`config.mk`:
```
export PLATFORM = sky130hd
export DESIGN_NAME = fp_add_pipe
export DESIGN_NICKNAME = d
export VERILOG_FILES = /design/src/rtl/fp_add_pipe.sv
export SDC_FILE = /design/constraint.sdc
export NUM_CORES = 1
export LEC_CHECK = 0
export BUFFER_PORTS_ARGS = -buffer_cell sky130_fd_sc_hd__buf_2
export CORE_MARGIN = 2
export CORE_UTILIZATION = 45
export CTS_BUF_LIST = sky130_fd_sc_hd__clkbuf_4
export DETAILED_ROUTE_END_ITERATION = 8
export MAX_ROUTING_LAYER = met4
export PLACE_DENSITY_LB_ADDON = 0.08
export SLEW_MARGIN = 20
export SYNTH_ARGS = -nofsm -noshare
export SYNTH_HDL_FRONTEND = slang
export SYNTH_SLANG_ARGS = --single-unit
```
`constraint.sdc`:
```
create_clock -name clk -period 13.2 [get_ports clk]
set_clock_uncertainty 0.05 [all_clocks]
set_input_delay 2.64 -clock clk [delete_from_list [all_inputs] [get_ports clk]]
set_output_delay 2.64 -clock clk [all_outputs]
set_load 0.01 [all_outputs]
```
`src/rtl/fp_add_pipe.sv`:
```
// Purpose: parametrised IEEE-754-style add/sub with RNE rounding, FTZ, Inf/NaN handling and status flags.
// Latency: 3 cycles (unpack/align, add + leading-zero count, normalise/round/pack), 1 result per cycle.
// Backpressure: all stages advance together only when the output register is empty or drained; in_ready mirrors that.
module fp_add_pipe #(
  parameter int EXPONENT   = 5,
  parameter int MANTISSA   = 10,
  parameter int DATA_WIDTH = 16
) (
  input  logic                  clk,
  input  logic                  rst,
  input  logic [DATA_WIDTH-1:0] in_a,
  input  logic [DATA_WIDTH-1:0] in_b,
  input  logic                  in_op,
  input  logic                  in_valid,
  output logic                  in_ready,
  output logic [DATA_WIDTH-1:0] out_sum,
  output logic                  out_overflow,
  output logic                  out_invalid,
  output logic                  out_valid,
  input  logic                  out_ready
);

  // Significand layout: {carry, hidden, fraction, guard, round, sticky}
  localparam int W   = MANTISSA + 5;
  // Shiftable part of the smaller operand: {hidden, fraction, guard, round}
  localparam int XW  = MANTISSA + 3;
  localparam int LZW = $clog2(W) + 1;
  // Signed exponent wide enough for exp + 1 and exp - lzc without wrap
  localparam int EW  = ((EXPONENT > LZW) ? EXPONENT : LZW) + 2;
  localparam logic [EXPONENT-1:0]   EXP_ONES = '1;
  localparam logic [DATA_WIDTH-1:0] QNAN     = {1'b0, EXP_ONES, 1'b1, {(MANTISSA-1){1'b0}}};
  localparam logic signed [EW-1:0]  EMAX     = EW'((1 << EXPONENT) - 1);

  generate
    if ((DATA_WIDTH != 1 + EXPONENT + MANTISSA) || (EXPONENT < 3) || (MANTISSA < 2)) begin : g_param_chk
      $error("fp_add_pipe: need DATA_WIDTH == 1+EXPONENT+MANTISSA, EXPONENT >= 3, MANTISSA >= 2");
    end
  endgenerate

  // Whole pipe moves in lockstep; bubbles are not collapsed
  logic w_adv;
  logic r_s3_vld;
  assign w_adv    = ~r_s3_vld | out_ready;
  assign in_ready = w_adv;

  // ---------------- Stage 1: unpack, classify, swap, align ----------------
  logic [EXPONENT-1:0] w_a_exp, w_b_exp, w_l_exp, w_s_exp, w_diff;
  logic [MANTISSA-1:0] w_a_man, w_b_man, w_a_manf, w_b_manf, w_l_man, w_s_man;
  logic                w_a_sign, w_b_sign, w_l_sign, w_s_sign, w_swap;
  logic                w_l_nz, w_s_nz;
  logic                w_a_nan, w_b_nan, w_a_inf, w_b_inf, w_invalid, w_special;
  logic [DATA_WIDTH-1:0] w_spec_val;
  logic [XW-1:0]       w_s_ext, w_s_shift;
  logic [31:0]         w_diff32;
  logic                w_sticky;
  logic [W-1:0]        w_sig_l, w_sig_s;

  assign w_a_exp  = in_a[MANTISSA +: EXPONENT];
  assign w_b_exp  = in_b[MANTISSA +: EXPONENT];
  assign w_a_man  = in_a[MANTISSA-1:0];
  assign w_b_man  = in_b[MANTISSA-1:0];
  assign w_a_sign = in_a[DATA_WIDTH-1];
  // Subtraction is folded in here by flipping B's sign
  assign w_b_sign = in_b[DATA_WIDTH-1] ^ in_op;

  // Subnormals become signed zero: clearing the fraction is enough since exp is already 0
  assign w_a_manf = (w_a_exp == '0) ? '0 : w_a_man;
  assign w_b_manf = (w_b_exp == '0) ? '0 : w_b_man;

  assign w_swap   = {w_b_exp, w_b_manf} > {w_a_exp, w_a_manf};
  assign w_l_exp  = w_swap ? w_b_exp  : w_a_exp;
  assign w_s_exp  = w_swap ? w_a_exp  : w_b_exp;
  assign w_l_man  = w_swap ? w_b_manf : w_a_manf;
  assign w_s_man  = w_swap ? w_a_manf : w_b_manf;
  assign w_l_sign = w_swap ? w_b_sign : w_a_sign;
  assign w_s_sign = w_swap ? w_a_sign : w_b_sign;
  assign w_l_nz   = |w_l_exp;
  assign w_s_nz   = |w_s_exp;
  assign w_diff   = w_l_exp - w_s_exp;
  assign w_diff32 = 32'(w_diff);

  assign w_a_nan   = (w_a_exp == EXP_ONES) && (w_a_man != '0);
  assign w_b_nan   = (w_b_exp == EXP_ONES) && (w_b_man != '0);
  assign w_a_inf   = (w_a_exp == EXP_ONES) && (w_a_man == '0);
  assign w_b_inf   = (w_b_exp == EXP_ONES) && (w_b_man == '0);
  assign w_invalid = w_a_nan | w_b_nan | (w_a_inf & w_b_inf & (w_a_sign ^ w_b_sign));
  assign w_special = w_invalid | w_a_inf | w_b_inf;

  // Pick the forced result for NaN / Inf cases
  always_comb begin
    w_spec_val = QNAN;
    if (!w_invalid) begin
      if (w_a_inf) w_spec_val = {w_a_sign, EXP_ONES, {MANTISSA{1'b0}}};
      else         w_spec_val = {w_b_sign, EXP_ONES, {MANTISSA{1'b0}}};
    end
  end

  assign w_s_ext = {w_s_nz, w_s_man, 2'b00};

  // Right-shift the smaller significand; everything pushed below round collapses into sticky
  always_comb begin
    w_s_shift = '0;
    w_sticky  = 1'b0;
    if (w_diff32 >= XW) begin
      w_sticky = |w_s_ext;
    end else begin
      w_s_shift = w_s_ext >> w_diff;
      for (int i = 0; i < XW; i++) begin
        if (w_diff32 > 32'(i)) w_sticky = w_sticky | w_s_ext[i];
      end
    end
  end

  assign w_sig_l = {1'b0, w_l_nz, w_l_man, 3'b000};
  assign w_sig_s = {1'b0, w_s_shift, w_sticky};

  logic                  r_s1_vld, r_s1_sign, r_s1_sub, r_s1_special, r_s1_invalid;
  logic [EXPONENT-1:0]   r_s1_exp;
  logic [W-1:0]          r_s1_sig_l, r_s1_sig_s;
  logic [DATA_WIDTH-1:0] r_s1_spec_val;

  // Stage 1 register: aligned operands plus special-case decision
  always_ff @(posedge clk or posedge rst) begin
    if (rst) begin
      r_s1_vld      <= 1'b0;
      r_s1_sign     <= 1'b0;
      r_s1_sub      <= 1'b0;
      r_s1_special  <= 1'b0;
      r_s1_invalid  <= 1'b0;
      r_s1_exp      <= '0;
      r_s1_sig_l    <= '0;
      r_s1_sig_s    <= '0;
      r_s1_spec_val <= '0;
    end else if (w_adv) begin
      r_s1_vld      <= in_valid;
      r_s1_sign     <= w_l_sign;
      r_s1_sub      <= w_l_sign ^ w_s_sign;
      r_s1_special  <= w_special;
      r_s1_invalid  <= w_invalid;
      r_s1_exp      <= w_l_exp;
      r_s1_sig_l    <= w_sig_l;
      r_s1_sig_s    <= w_sig_s;
      r_s1_spec_val <= w_spec_val;
    end
  end

  // ---------------- Stage 2: add/sub and leading-zero count ----------------
  logic [W-1:0]   w_sum;
  logic [LZW-1:0] w_lzc;
  logic           w_lz_found;

  // |large| >= |small| so the subtraction never goes negative
  assign w_sum = r_s1_sub ? (r_s1_sig_l - r_s1_sig_s) : (r_s1_sig_l + r_s1_sig_s);

  // Count zeros from the hidden-bit position downwards
  always_comb begin
    w_lzc      = '0;
    w_lz_found = 1'b0;
    for (int i = W - 2; i >= 0; i--) begin
      if (!w_lz_found) begin
        if (w_sum[i]) w_lz_found = 1'b1;
        else          w_lzc      = w_lzc + LZW'(1);
      end
    end
  end

  logic                  r_s2_vld, r_s2_sign, r_s2_sub, r_s2_special, r_s2_invalid;
  logic [EXPONENT-1:0]   r_s2_exp;
  logic [W-1:0]          r_s2_sum;
  logic [LZW-1:0]        r_s2_lzc;
  logic [DATA_WIDTH-1:0] r_s2_spec_val;

  // Stage 2 register: raw sum and its normalisation distance
  always_ff @(posedge clk or posedge rst) begin
    if (rst) begin
      r_s2_vld      <= 1'b0;
      r_s2_sign     <= 1'b0;
      r_s2_sub      <= 1'b0;
      r_s2_special  <= 1'b0;
      r_s2_invalid  <= 1'b0;
      r_s2_exp      <= '0;
      r_s2_sum      <= '0;
      r_s2_lzc      <= '0;
      r_s2_spec_val <= '0;
    end else if (w_adv) begin
      r_s2_vld      <= r_s1_vld;
      r_s2_sign     <= r_s1_sign;
      r_s2_sub      <= r_s1_sub;
      r_s2_special  <= r_s1_special;
      r_s2_invalid  <= r_s1_invalid;
      r_s2_exp      <= r_s1_exp;
      r_s2_sum      <= w_sum;
      r_s2_lzc      <= w_lzc;
      r_s2_spec_val <= r_s1_spec_val;
    end
  end

  // ---------------- Stage 3: normalise, round, pack ----------------
  // w_norm is {hidden, fraction, guard, round, sticky}
  logic [W-2:0]          w_norm;
  logic signed [EW-1:0]  w_nexp, w_rexp;
  logic                  w_rnd;
  logic [MANTISSA+1:0]   w_mant_r;
  logic [MANTISSA-1:0]   w_frac;
  logic [DATA_WIDTH-1:0] w_res;
  logic                  w_ovf, w_inv;

  // Carry-out shifts right one (dropped bit joins sticky); otherwise shift left by the zero count
  always_comb begin
    if (r_s2_sum[W-1]) begin
      w_norm = {r_s2_sum[W-1:2], r_s2_sum[1] | r_s2_sum[0]};
      w_nexp = EW'(r_s2_exp) + EW'(1);
    end else begin
      w_norm = r_s2_sum[W-2:0] << r_s2_lzc;
      w_nexp = EW'(r_s2_exp) - EW'(r_s2_lzc);
    end
  end

  // Round to nearest, ties to even; a carry out of the significand bumps the exponent
  assign w_rnd    = w_norm[2] & (w_norm[1] | w_norm[0] | w_norm[3]);
  assign w_mant_r = {1'b0, w_norm[W-2:3]} + {{(MANTISSA+1){1'b0}}, w_rnd};
  assign w_frac   = w_mant_r[MANTISSA+1] ? w_mant_r[MANTISSA:1] : w_mant_r[MANTISSA-1:0];
  assign w_rexp   = w_nexp + {{(EW-1){1'b0}}, w_mant_r[MANTISSA+1]};

  // Final result selection: specials, exact zero, overflow to Inf, underflow flush, normal
  always_comb begin
    w_res = '0;
    w_ovf = 1'b0;
    w_inv = 1'b0;
    if (r_s2_special) begin
      w_res = r_s2_spec_val;
      w_inv = r_s2_invalid;
    end else if (r_s2_sum == '0) begin
      // Exact cancellation is +0; only like-signed zeros keep their sign
      w_res = {~r_s2_sub & r_s2_sign, {(DATA_WIDTH-1){1'b0}}};
    end else if (w_rexp >= EMAX) begin
      w_res = {r_s2_sign, EXP_ONES, {MANTISSA{1'b0}}};
      w_ovf = 1'b1;
    end else if (w_rexp[EW-1] || (w_rexp == '0)) begin
      w_res = {r_s2_sign, {(DATA_WIDTH-1){1'b0}}};
    end else begin
      w_res = {r_s2_sign, w_rexp[EXPONENT-1:0], w_frac};
    end
  end

  logic [DATA_WIDTH-1:0] r_sum;
  logic                  r_ovf, r_inv;

  // Output register; flags are qualified by valid so bubbles never carry them
  always_ff @(posedge clk or posedge rst) begin
    if (rst) begin
      r_s3_vld <= 1'b0;
      r_sum    <= '0;
      r_ovf    <= 1'b0;
      r_inv    <= 1'b0;
    end else if (w_adv) begin
      r_s3_vld <= r_s2_vld;
      r_sum    <= w_res;
      r_ovf    <= r_s2_vld & w_ovf;
      r_inv    <= r_s2_vld & w_inv;
    end
  end

  assign out_valid    = r_s3_vld;
  assign out_sum      = r_sum;
  assign out_overflow = r_ovf;
  assign out_invalid  = r_inv;

endmodule

```
==> qor.txt, run 1 <==
CTS tree - yes
Mux cell area share after synthesis - 8.50%
Area leader, netlist - dfrtp_1
Period minus WS final - 9.12 ns
Die height - 142 um
Cells after Synth - 1101
Drt via density - 5.80
Cts-stage hold buffer count - 0
Avg Cell Area, Syn - 7.77 um2
Sequential area share after synthesis - 25.7%
TritonCTS Buffers - 9
EDFF count, synth - 0
Post-Syn Area - 0.00856 mm2
Global Route Usage Sum - 23.7%
Initial Utilization - 45.7%
Hold_ws - 0.429 ns
Main flop type after synthesis - dfrtp_1
Status - finished, final reports clean
DRT Wirelength - 22700 um
Layout area overhead - 6.70%
Synth Warn # - 0
Drt drc - 0
Yosys reg bits - 88
Fin nets - 1219
FILL cells - 1854
Placed inst area - 0.00898 mm2
Final Hold Fails - 0
Syn Nets - 1200
Port buffer count - 56
Slew @ Worst Pin - 0.995 ns
Xor/xnor share of the synthesized area - 4.43%
Largest family of logic cells by synthesized area - simple AND/OR/NAND/NOR gates
Clock Tree Root - clkbuf_4
Fin worst setup slack - 4.08 ns
CP Launch Type - flop
First-pass GRT wire length - 37500 um
Min-delay worst type - flop to flop
Placer Congestion - 0.962
DP Worst Slack - 4.08 ns
Most frequent cells in the layout - 167 x nand2_1, 105 x nor2_1, 88 x dfrtp_1, 80 x o21ai_0, 69 x a21oi_1
Ys async rst share - 100%
Iter 0 DRT Violations - 508
Clock Tree Buf Depth - 2
I/O pin count - 57
Final critical-path share of the clock period - 69.1%
Post-CTS setup buffer count - 0
Core area - 0.0187 mm2
Maxcap violations - 0
Die W - 142 um
Post-synth cell types - 81
Cell area power density - 207 mW/mm2
Top-area cell type share of the netlist area - 25.7%
Area share of fa/ha/maj cells after synthesis - 9.24%
Finished layout cell area - 0.00913 mm2
Layout cells sized above 1 - 10.7%
Wire per inst - 16.7 um
Routed via count - 7887
Worst-skew pair later-pin latency - 0.48 ns
Setup CP Type - flop to flop
Most common cell after layout, fill and taps aside - nand2_1
CP dominant cell by count - ha_1
Post-DRT Antenna Nets - 0
Die ar. - 0.0201 mm2
Peak VDD IR - 0.0833 mV
Initial antenna violation count - 1
Congestion Overflow GR - 0
Crit path DAT - 9.47 ns
Synth Area in Simple Gates - 24.2%
Sum Neg Setup Slack - 0 ns
WP data required - 13.55 ns
Rows - 50
RSZ-0062 raised after global routing - false
Overall power - 1890 uW
Max-slew headroom - 33.0%
Synth Area in Compound Gates - 22.5%
CTS H-tree depth - 3
Cts repair resizes - 0
Endpoints failing setup - 0
Crit-path max cell delay - 0.50 ns
Leak Pwr - 0.00417 uW
First-pass DRT Iterations - 5
CTS Sinks - 88
Vias in the first global route - 7201
Fmax - 110 MHz
Worst Path Max Fanout - 14
CP max-delay cell - a2111o_1
Slew Viols, Final - 0
Worst setup EP type - flop
HPWL after DPL - 17600 um
Synth area leaders - dfrtp_1 26%, ha_1 8.8%, nand2_1 7.3%
Reg clk slew, reported paths - 0.16 ns
Largest net degree at the start of global routing - 75
==> routing by layer <==
metal	global-route usage [%]	up-vias	routed length, um
met2	36.9	191	10300
met5	-	-	0
li1	-	4007	-
met3	2.26	10	857
met4	4.11	0	137
met1	34.3	3679	11400
==> critical path: cells and delay by family, from the launching register on <==
kind,cells,cell delay (ns)
muxes,3,0.37
and+or+nand+nor,15,1.97
xor gates and xnor gates,1,0.32
adders and majority gates,8,2.39
buffers and inverters,1,0.12
DFF,1,0.42
AOI/OAI and AO/OA,15,3.41
==> synth_stat cells (9+ instances only) <==
cell,n
nand2_1,167
nor2_1,105
dfrtp_1,88
o21ai_0,80
a21oi_1,70
ha_1,60
inv_1,60
mux2i_1,49
clkbuf_1,39
nand3_1,28
nor3_1,25
a211oi_1,18
xnor2_1,18
xor2_1,18
nor2b_1,17
a21o_1,15
and3_1,13
o22ai_1,13
a31oi_1,12
nor4_1,11
buf_1,10
a22oi_1,9
mux2_2,9
nand2b_1,9
==> worst paths after layout <==
kind	from	end	slack [ns]	cells after the start
max	r_s1_sig_l[5]	r_s2_lzc[4]	4.08	43
min	r_s2_spec_val[9]	r_s2_spec_val[9]	0.43	2
max reg2reg	r_s1_sig_l[5]	r_s2_lzc[4]	4.08	43
min reg2reg	r_s2_spec_val[9]	r_s2_spec_val[9]	0.43	2
max in group asynchronous	rst	r_s1_sig_s[13]	9.84	3
min in group asynchronous	rst	r_s1_spec_val[9]	2.11	2
==> where the power goes <==
part	internal [uW]	leakage (uW)	switching (uW)
clock network	57.8	0.0000680	104
logic	490	0.00301	773
registers	360	0.00110	108
total	908	0.00417	985
==> sequential cells by signal (all words and copies together), names as in the netlist, 5 cells and up <==
| register | cells |
|---|---|
| out_sum | 16 |
| r_s2_sum | 15 |
| r_s1_sig_s | 14 |
| r_s1_sig_l | 11 |
| r_s1_exp | 5 |
| r_s2_exp | 5 |
| r_s2_lzc | 5 |
==> cell type report <==
type	instances	area, um2	area share, %
clock inverter	7	70.1	0.767
multi-input combinational	897	5930	64.9
tap	234	293	3.21
clock buffer	9	67.6	0.740
inverter	61	235	2.58
antenna	1	2.50	0.0274
sequential	88	2200	24.1
timing repair buffer	63	333	3.65
==> logic make-up after synthesis <==
logic type	Yosys count
xor+xnor	39
mux	64
flops	88
fa+ha+maj	62
simple gates	436
compound gates	296
buf+inv	116
==> metrics by stage <==
stage / utilization, % / cells
after floorplan: - / 1101
after global routing: 48.8 / 1360
final: 48.8 / 1360
after detailed placement: 48.0 / 1343
after CTS: 48.7 / 1359
after global placement: 48.0 / 1343
Power figures use the tool's default switching activity.
==> run 2: changes to the inputs <==
==> constraint.sdc (replaced) <==
create_clock -name clk -period 8.24 [get_ports clk]
set_clock_uncertainty 0.05 [all_clocks]
set_input_delay 1.648 -clock clk [delete_from_list [all_inputs] [get_ports clk]]
set_output_delay 1.648 -clock clk [all_outputs]
set_load 0.01 [all_outputs]
==> run 2 against run 1 <==
- global-route usage is 0.52 points higher
- core utilization up 2.5 points
- critical path depth increased by 1
- wire length rose by 2.4%
- flip-flop and latch count stayed put
- clock power is 57% higher
- setup slack lost 3.8 ns
- sequential power rose by 59%
- fmax grew 15%
- combinational power grew 83%
- sequential share of layout area is 1.2 points lower
- count of clock-buffer cells in the layout rose by 1
==> qor.txt, run 2 (synthesis gave the netlist of run 1 again) <==
Slew @ Worst Pin - 0.840 ns (-0.155 ns)
Setup crit start - r_s1_sig_s[4]
Port buffer count - 56 (unchanged)
Cell area power density - 345 mW/mm2 (+67%)
Layout cells sized above 1 - 16.3% (+5.6 points)
Placed insts - 1368 (+1.9%)
Worst-skew pair later-pin latency - 0.47 ns (about the same)
Reg clk slew, reported paths - 0.16 ns (about the same)
Clk pwr share - 7.7% (-0.8 points)
I/O pin count - 57 (unchanged)
Iter 0 DRT Violations - 531 (+4.5%)
Leak Pwr - 0.00436 uW (+4.5%)
CTS Sinks - 88 (unchanged)
R2R Path End - r_s2_lzc[4]
Wire per inst - 16.6 um (-0.24%)
WP data required - 8.52 ns (-5.03 ns)
Setup CP Type - flop to flop
Initial antenna violation count - 1 (unchanged)
Fmax - 126 MHz (+15%)
CP max-delay cell - a2111o_1
Vias in the first global route - 7410 (+2.9%)
Sum Neg Setup Slack - 0 ns (unchanged)
Worst Path Max Fanout - 3 (-11)
Fin nets - 1255 (+3.0%)
CTS H-tree depth - 3 (unchanged)
Period minus WS final - 7.93 ns (-1.19 ns)
Global Route Usage Sum - 24.3% (+0.52 points)
Max reg flops - 16 (unchanged)
Layout area overhead - 12.1%
Core area - 0.0187 mm2 (unchanged)
Final critical-path share of the clock period - 96.3% (+27 points)
TritonCTS Buffers - 9 (unchanged)
Status - finished, final reports clean
Drt drc - 0 (unchanged)
Overall power - 3310 uW (+75%)
Gate power share - 69.8% (+3.1 points)
Final Hold Fails - 0 (unchanged)
Worst setup EP type - flop
HPWL after DPL - 18000 um (+2.3%)
Clock Tree Buf Depth - 2 (unchanged)
Die ar. - 0.0201 mm2 (unchanged)
CTS tree - yes
DRT Wirelength - 23200 um (+2.4%)
Die height - 142 um (unchanged)
Endpoints failing setup - 0 (unchanged)
Sw power - 1670 uW (+69%)
Placer Congestion - 0.945 (-1.8%)
DP Worst Slack - -0.149 ns (-4.23 ns)
Cts-stage hold buffer count - 0 (unchanged)
Sw frac - 50.4% (-1.7 points)
Rows - 50 (unchanged)
Die W - 142 um (unchanged)
Crit-path max cell delay - 0.50 ns (about the same)
Register share of total power - 22.5% (-2.2 points)
Slew Viols, Final - 0 (unchanged)
Post-Layout Cell Count - 1396 (+2.6%)
Most frequent cells in the layout - 165 x nand2_1, 100 x nor2_1, 88 x dfrtp_1, 75 x o21ai_0, 68 x a21oi_1
Max-slew headroom - 43.9% (+11 points)
Routed via count - 8046 (+2.0%)
Initial Utilization - 45.7% (unchanged)
Fin worst setup slack - 0.307 ns (-3.77 ns)
Worst Path Buf+Inv - 2 (+1)
Worst Reg2Reg Path Length in Cells - 44 (+2.3%)
Drt via density - 5.76 (-0.61%)
Congestion Overflow GR - 0 (unchanged)
Clock Tree Root - clkbuf_4
RSZ-0062 raised after global routing - true
Most common cell after layout, fill and taps aside - nand2_1
CP Launch Type - flop
Peak VDD IR - 0.108 mV (+30%)
Maxcap violations - 0 (unchanged)
First-pass GRT wire length - 38400 um (+2.2%)
WP depth - 44 (+2.3%)
Min-delay worst type - flop to flop
Internal power - 1640 uW (+81%)
Largest net degree at the start of global routing - 68 (-9.3%)
CP top delay family - compound AO/OA/AOI/OAI gates
CP endpoint - r_s2_lzc[4]
Crit path DAT - 8.21 ns (-1.26 ns)
Reg-to-Reg Start - r_s1_sig_s[4]
Post-DRT Antenna Nets - 0 (unchanged)
First-pass DRT Iterations - 7 (+2)
Reg2Reg Setup Slack - 0.31 ns (-3.77 ns)
==> run 2: cell count changes in the layout (fill, tap and decap cells not counted), sizes merged <==
cell,previous run,this run
buf,63,99
inv,61,60
clkbuf,9,10
==> run 2: worst min-delay path: stages, from the launching register on <==
cell and delay, ns:
dfrtp_1 0.37, nand2_1 0.05, nand2_1 0.05
==> run 2: power by group through the flow <==
stage	clock [uW]	sequential, uW	combinational, uW
floorplan	0	695	1560
finish	255	744	2310
global placement	0	744	2100
global route	281	768	2580
CTS	265	739	2160
detailed placement	0	747	2120
==> run 2: per-stage QoR <==
step           area, um2  utilization, %  hold WS, ns
3_3_place_gp        9160            49.0        0.393
6_report            9590            51.3        0.420
3_5_place_dp        9160            49.0        0.401
2_1_floorplan       8560               -        0.380
5_1_grt             9590            51.3        0.448
4_1_cts             9350            50.0        0.432
==> run 2: per-layer routing <==
layer	track usage (%)	up-vias	routed length, um
met2	37.9	149	10500
met3	2.26	22	709
met5	-	-	0
met1	34.2	3800	11600
li1	-	4075	-
met4	5.74	0	384
==> run 2: area by class of cell <==
type | instances | area [um2]
multi-input combinational | 897 | 6110
clock inverter | 6 | 67.6
sequential | 88 | 2200
inverter | 61 | 235
antenna | 1 | 2.50
clock buffer | 10 | 75.1
timing repair buffer | 99 | 603
fill | 1865 | 9110
tap | 234 | 293
==> run 2: worst min path at each step <==
stage                      startpoint                 to  cells past startpoint
floorplan            r_s2_spec_val[9]   r_s2_spec_val[9]                      2
global placement     r_s2_spec_val[9]   r_s2_spec_val[9]                      2
detailed placement   r_s2_spec_val[9]   r_s2_spec_val[9]                      2
CTS                       r_s1_exp[2]        r_s2_exp[2]                      2
global route        r_s2_spec_val[14]  r_s2_spec_val[14]                      2
finish                    r_s1_exp[3]        r_s2_exp[3]                      2
==> run 2: repair_timing <==
item,in CTS,in global routing
gates resized for setup,2,40
endpoints found under the setup margin,1,3
pin swaps,3,30
setup buffers,5,6
hold endpoints to repair,0,0
==> run 3: changes to the inputs <==
--- a/config.mk
+++ b/config.mk
@@ -8,7 +8,7 @@
 export BUFFER_PORTS_ARGS = -buffer_cell sky130_fd_sc_hd__buf_2
 export CORE_MARGIN = 2
 export CORE_UTILIZATION = 45
-export CTS_BUF_LIST = sky130_fd_sc_hd__clkbuf_4
+export CTS_BUF_LIST = sky130_fd_sc_hd__clkbuf_4 sky130_fd_sc_hd__clkbuf_8 sky130_fd_sc_hd__clkbuf_16
 export DETAILED_ROUTE_END_ITERATION = 8
 export MAX_ROUTING_LAYER = met4
 export PLACE_DENSITY_LB_ADDON = 0.08
==> run 3 against run 2 <==
- combinational power about the same
- cell count hardly changed
- largest power group unchanged
- core utilization up 0.97 points
- flip-flop and latch count unchanged
- setup slack better by 0.064 ns
- global-route usage up 0.067 points
- worst hold slack got worse by 0.0046 ns
- first-iteration DRC count fell by 4.7%
- die area stayed put
- clock power increased by 64%
- critical endpoint unchanged
==> qor.txt, run 3 (synthesis gave the netlist of run 1 again) <==
Slew @ Worst Pin - 0.840 ns (+0.000476 ns)
Port buffer count - 56 (unchanged)
Status - finished, final reports clean
Period minus WS final - 7.87 ns (-0.0640 ns)
DRT Wirelength - 23300 um (about the same)
Slew Viols, Final - 0 (unchanged)
I/O pin count - 57 (unchanged)
Fin worst setup slack - 0.371 ns (+0.0640 ns)
Gate power share - 66.5% (-3.3 points)
Setup crit start - r_s1_sig_s[4]
Hold_ws - 0.415 ns (-0.00461 ns)
Max reg flops - 16 (unchanged)
Layout cells sized above 1 - 16.5% (+0.26 points)
Rows - 50 (unchanged)
First-pass DRT Iterations - 5 (-2)
Worst setup EP type - flop
Vias in the first global route - 7469 (+0.80%)
Wire per inst - 16.7 um (+0.17%)
Routed via count - 8020 (-0.32%)
Worst-skew pair later-pin latency - 0.34 ns (-0.13 ns)
Initial antenna violation count - 0 (-1)
Worst Reg2Reg Path Length in Cells - 44 (unchanged)
Die W - 142 um (unchanged)
Fin nets - 1255 (unchanged)
Peak VDD IR - 0.139 mV (+28%)
Worst Path Buf+Inv - 2 (unchanged)
Layout area overhead - 14.2%
Core area - 0.0187 mm2 (unchanged)
WP depth - 44 (unchanged)
Sw power - 1690 uW (+1.3%)
Sw frac - 48.6% (-1.8 points)
Placed insts - 1368 (unchanged)
Setup CP Type - flop to flop
WP data required - 8.39 ns (-0.13 ns)
Die height - 142 um (unchanged)
Reg-to-Reg Start - r_s1_sig_s[4]
Crit-path max cell delay - 0.45 ns (-0.05 ns)
Fmax - 127 MHz (+0.81%)
Register share of total power - 21.4% (-1.1 points)
Reg clk slew, reported paths - 0.07 ns (-0.09 ns)
CP endpoint - r_s2_lzc[4]
Initial Utilization - 45.7% (unchanged)
Iter 0 DRT Violations - 506 (-4.7%)
CP top delay family - compound AO/OA/AOI/OAI gates
Cell area power density - 356 mW/mm2 (+3.1%)
Die ar. - 0.0201 mm2 (unchanged)
Post-Layout Cell Count - 1395 (-0.072%)
Leak Pwr - 0.00444 uW (+1.8%)
CTS H-tree depth - 3 (unchanged)
Congestion Overflow GR - 0 (unchanged)
Maxcap violations - 0 (unchanged)
HPWL after DPL - 18000 um (unchanged)
Reg2Reg Setup Slack - 0.37 ns (+0.06 ns)
Crit path DAT - 8.02 ns (-0.19 ns)
RSZ-0062 raised after global routing - true
Cts-stage hold buffer count - 0 (unchanged)
Diodes inserted - 0 (-1)
Post-DRT Antenna Nets - 0 (unchanged)
DP Worst Slack - -0.149 ns (unchanged)
CP Launch Type - flop
Internal power - 1790 uW (+8.8%)
R2R Path End - r_s2_lzc[4]
Hold Crit Start - r_s2_spec_val[9]
Min-delay worst type - flop to flop
Clk pwr share - 12.0% (+4.3 points)
Clock Tree Root - clkbuf_16
Largest net degree at the start of global routing - 68 (unchanged)
Max-slew headroom - 43.9% (about the same)
TritonCTS Buffers - 9 (unchanged)
Drt via density - 5.75 (-0.25%)
Global Route Usage Sum - 24.3% (+0.067 points)
Final Hold Fails - 0 (unchanged)
Endpoints failing setup - 0 (unchanged)
FILL cells - 1843 (-1.2%)
Placer Congestion - 0.945 (unchanged)
First-pass GRT wire length - 38500 um (+0.23%)
Worst Path Max Fanout - 3 (unchanged)
Area of the multi-input gates - 0.00614 mm2 (+0.43%)
Clock Tree Buf Depth - 2 (unchanged)
Most frequent cells in the layout - 165 x nand2_1, 100 x nor2_1, 88 x dfrtp_1, 75 x o21ai_0, 68 x a21oi_1
Final critical-path share of the clock period - 95.5% (-0.78 points)
Storage cell area - 0.00220 mm2 (unchanged)
CTS tree - yes
CTS Sinks - 88 (unchanged)
CP max-delay cell - a2111o_1
Most common cell after layout, fill and taps aside - nand2_1
Drt drc - 0 (unchanged)
[run 3: per-layer routing]
metal  up-vias  GRT usage, %  part of all wire, %
li1       4070             -                    -
met3        20          2.43                  2.8
met1      3780          34.1                   50
met2       150          38.1                   45
met4         0          5.84                  1.5
met5         -             -                    0
[run 3: how the worst min path moves through the flow]
stage	cells past startpoint	slack [ns]	to
5_1_grt	2	0.43	r_s2_spec_val[14]
6_report	2	0.42	r_s2_spec_val[9]
2_1_floorplan	2	0.38	r_s2_spec_val[9]
4_1_cts	2	0.42	r_s2_spec_val[9]
3_3_place_gp	2	0.39	r_s2_spec_val[9]
3_5_place_dp	2	0.40	r_s2_spec_val[9]
[run 3: cell type report]
| type | instances | share of cell area [%] |
|---|---|---|
| clock inverter | 6 | 0.691 |
| timing repair buffer | 99 | 6.17 |
| inverter | 61 | 2.41 |
| sequential | 88 | 22.5 |
| multi-input combinational | 897 | 62.8 |
| tap | 234 | 3.00 |
| clock buffer | 10 | 2.38 |
[run 3: power groups by stage]
stage	logic [uW]	clock network, uW	registers, uW
after floorplan	1560	0	695
after global placement	2100	0	744
after detailed placement	2120	0	747
after CTS	2140	428	741
after global routing	2590	447	771
final	2320	419	746
[run 3: what timing repair did]
| item | 4_1_cts | 5_1_grt |
|---|---|---|
| setup endpoints to repair | 1 | 3 |
| cloned | 0 | 0 |
| buffers inserted | 2 | 9 |
| pin swaps | 2 | 34 |
| resized for setup | 2 | 45 |
[run 3: per-stage QoR]
stage	TNS [ns]	utilization [%]	instance area, um2	power (uW)
floorplan	0	-	8560	2260
detailed placement	-0.149	49.0	9160	2860
finish	0	52.2	9770	3480
CTS	0	50.7	9490	3310
global route	-0.283	52.2	9770	3800
global placement	0	49.0	9160	2840
[run 3: worst min-delay path: stages (launching register included)]
cell	delay (ns)
dfrtp_1	0.34
nand2_1	0.05
nand2_1	0.05
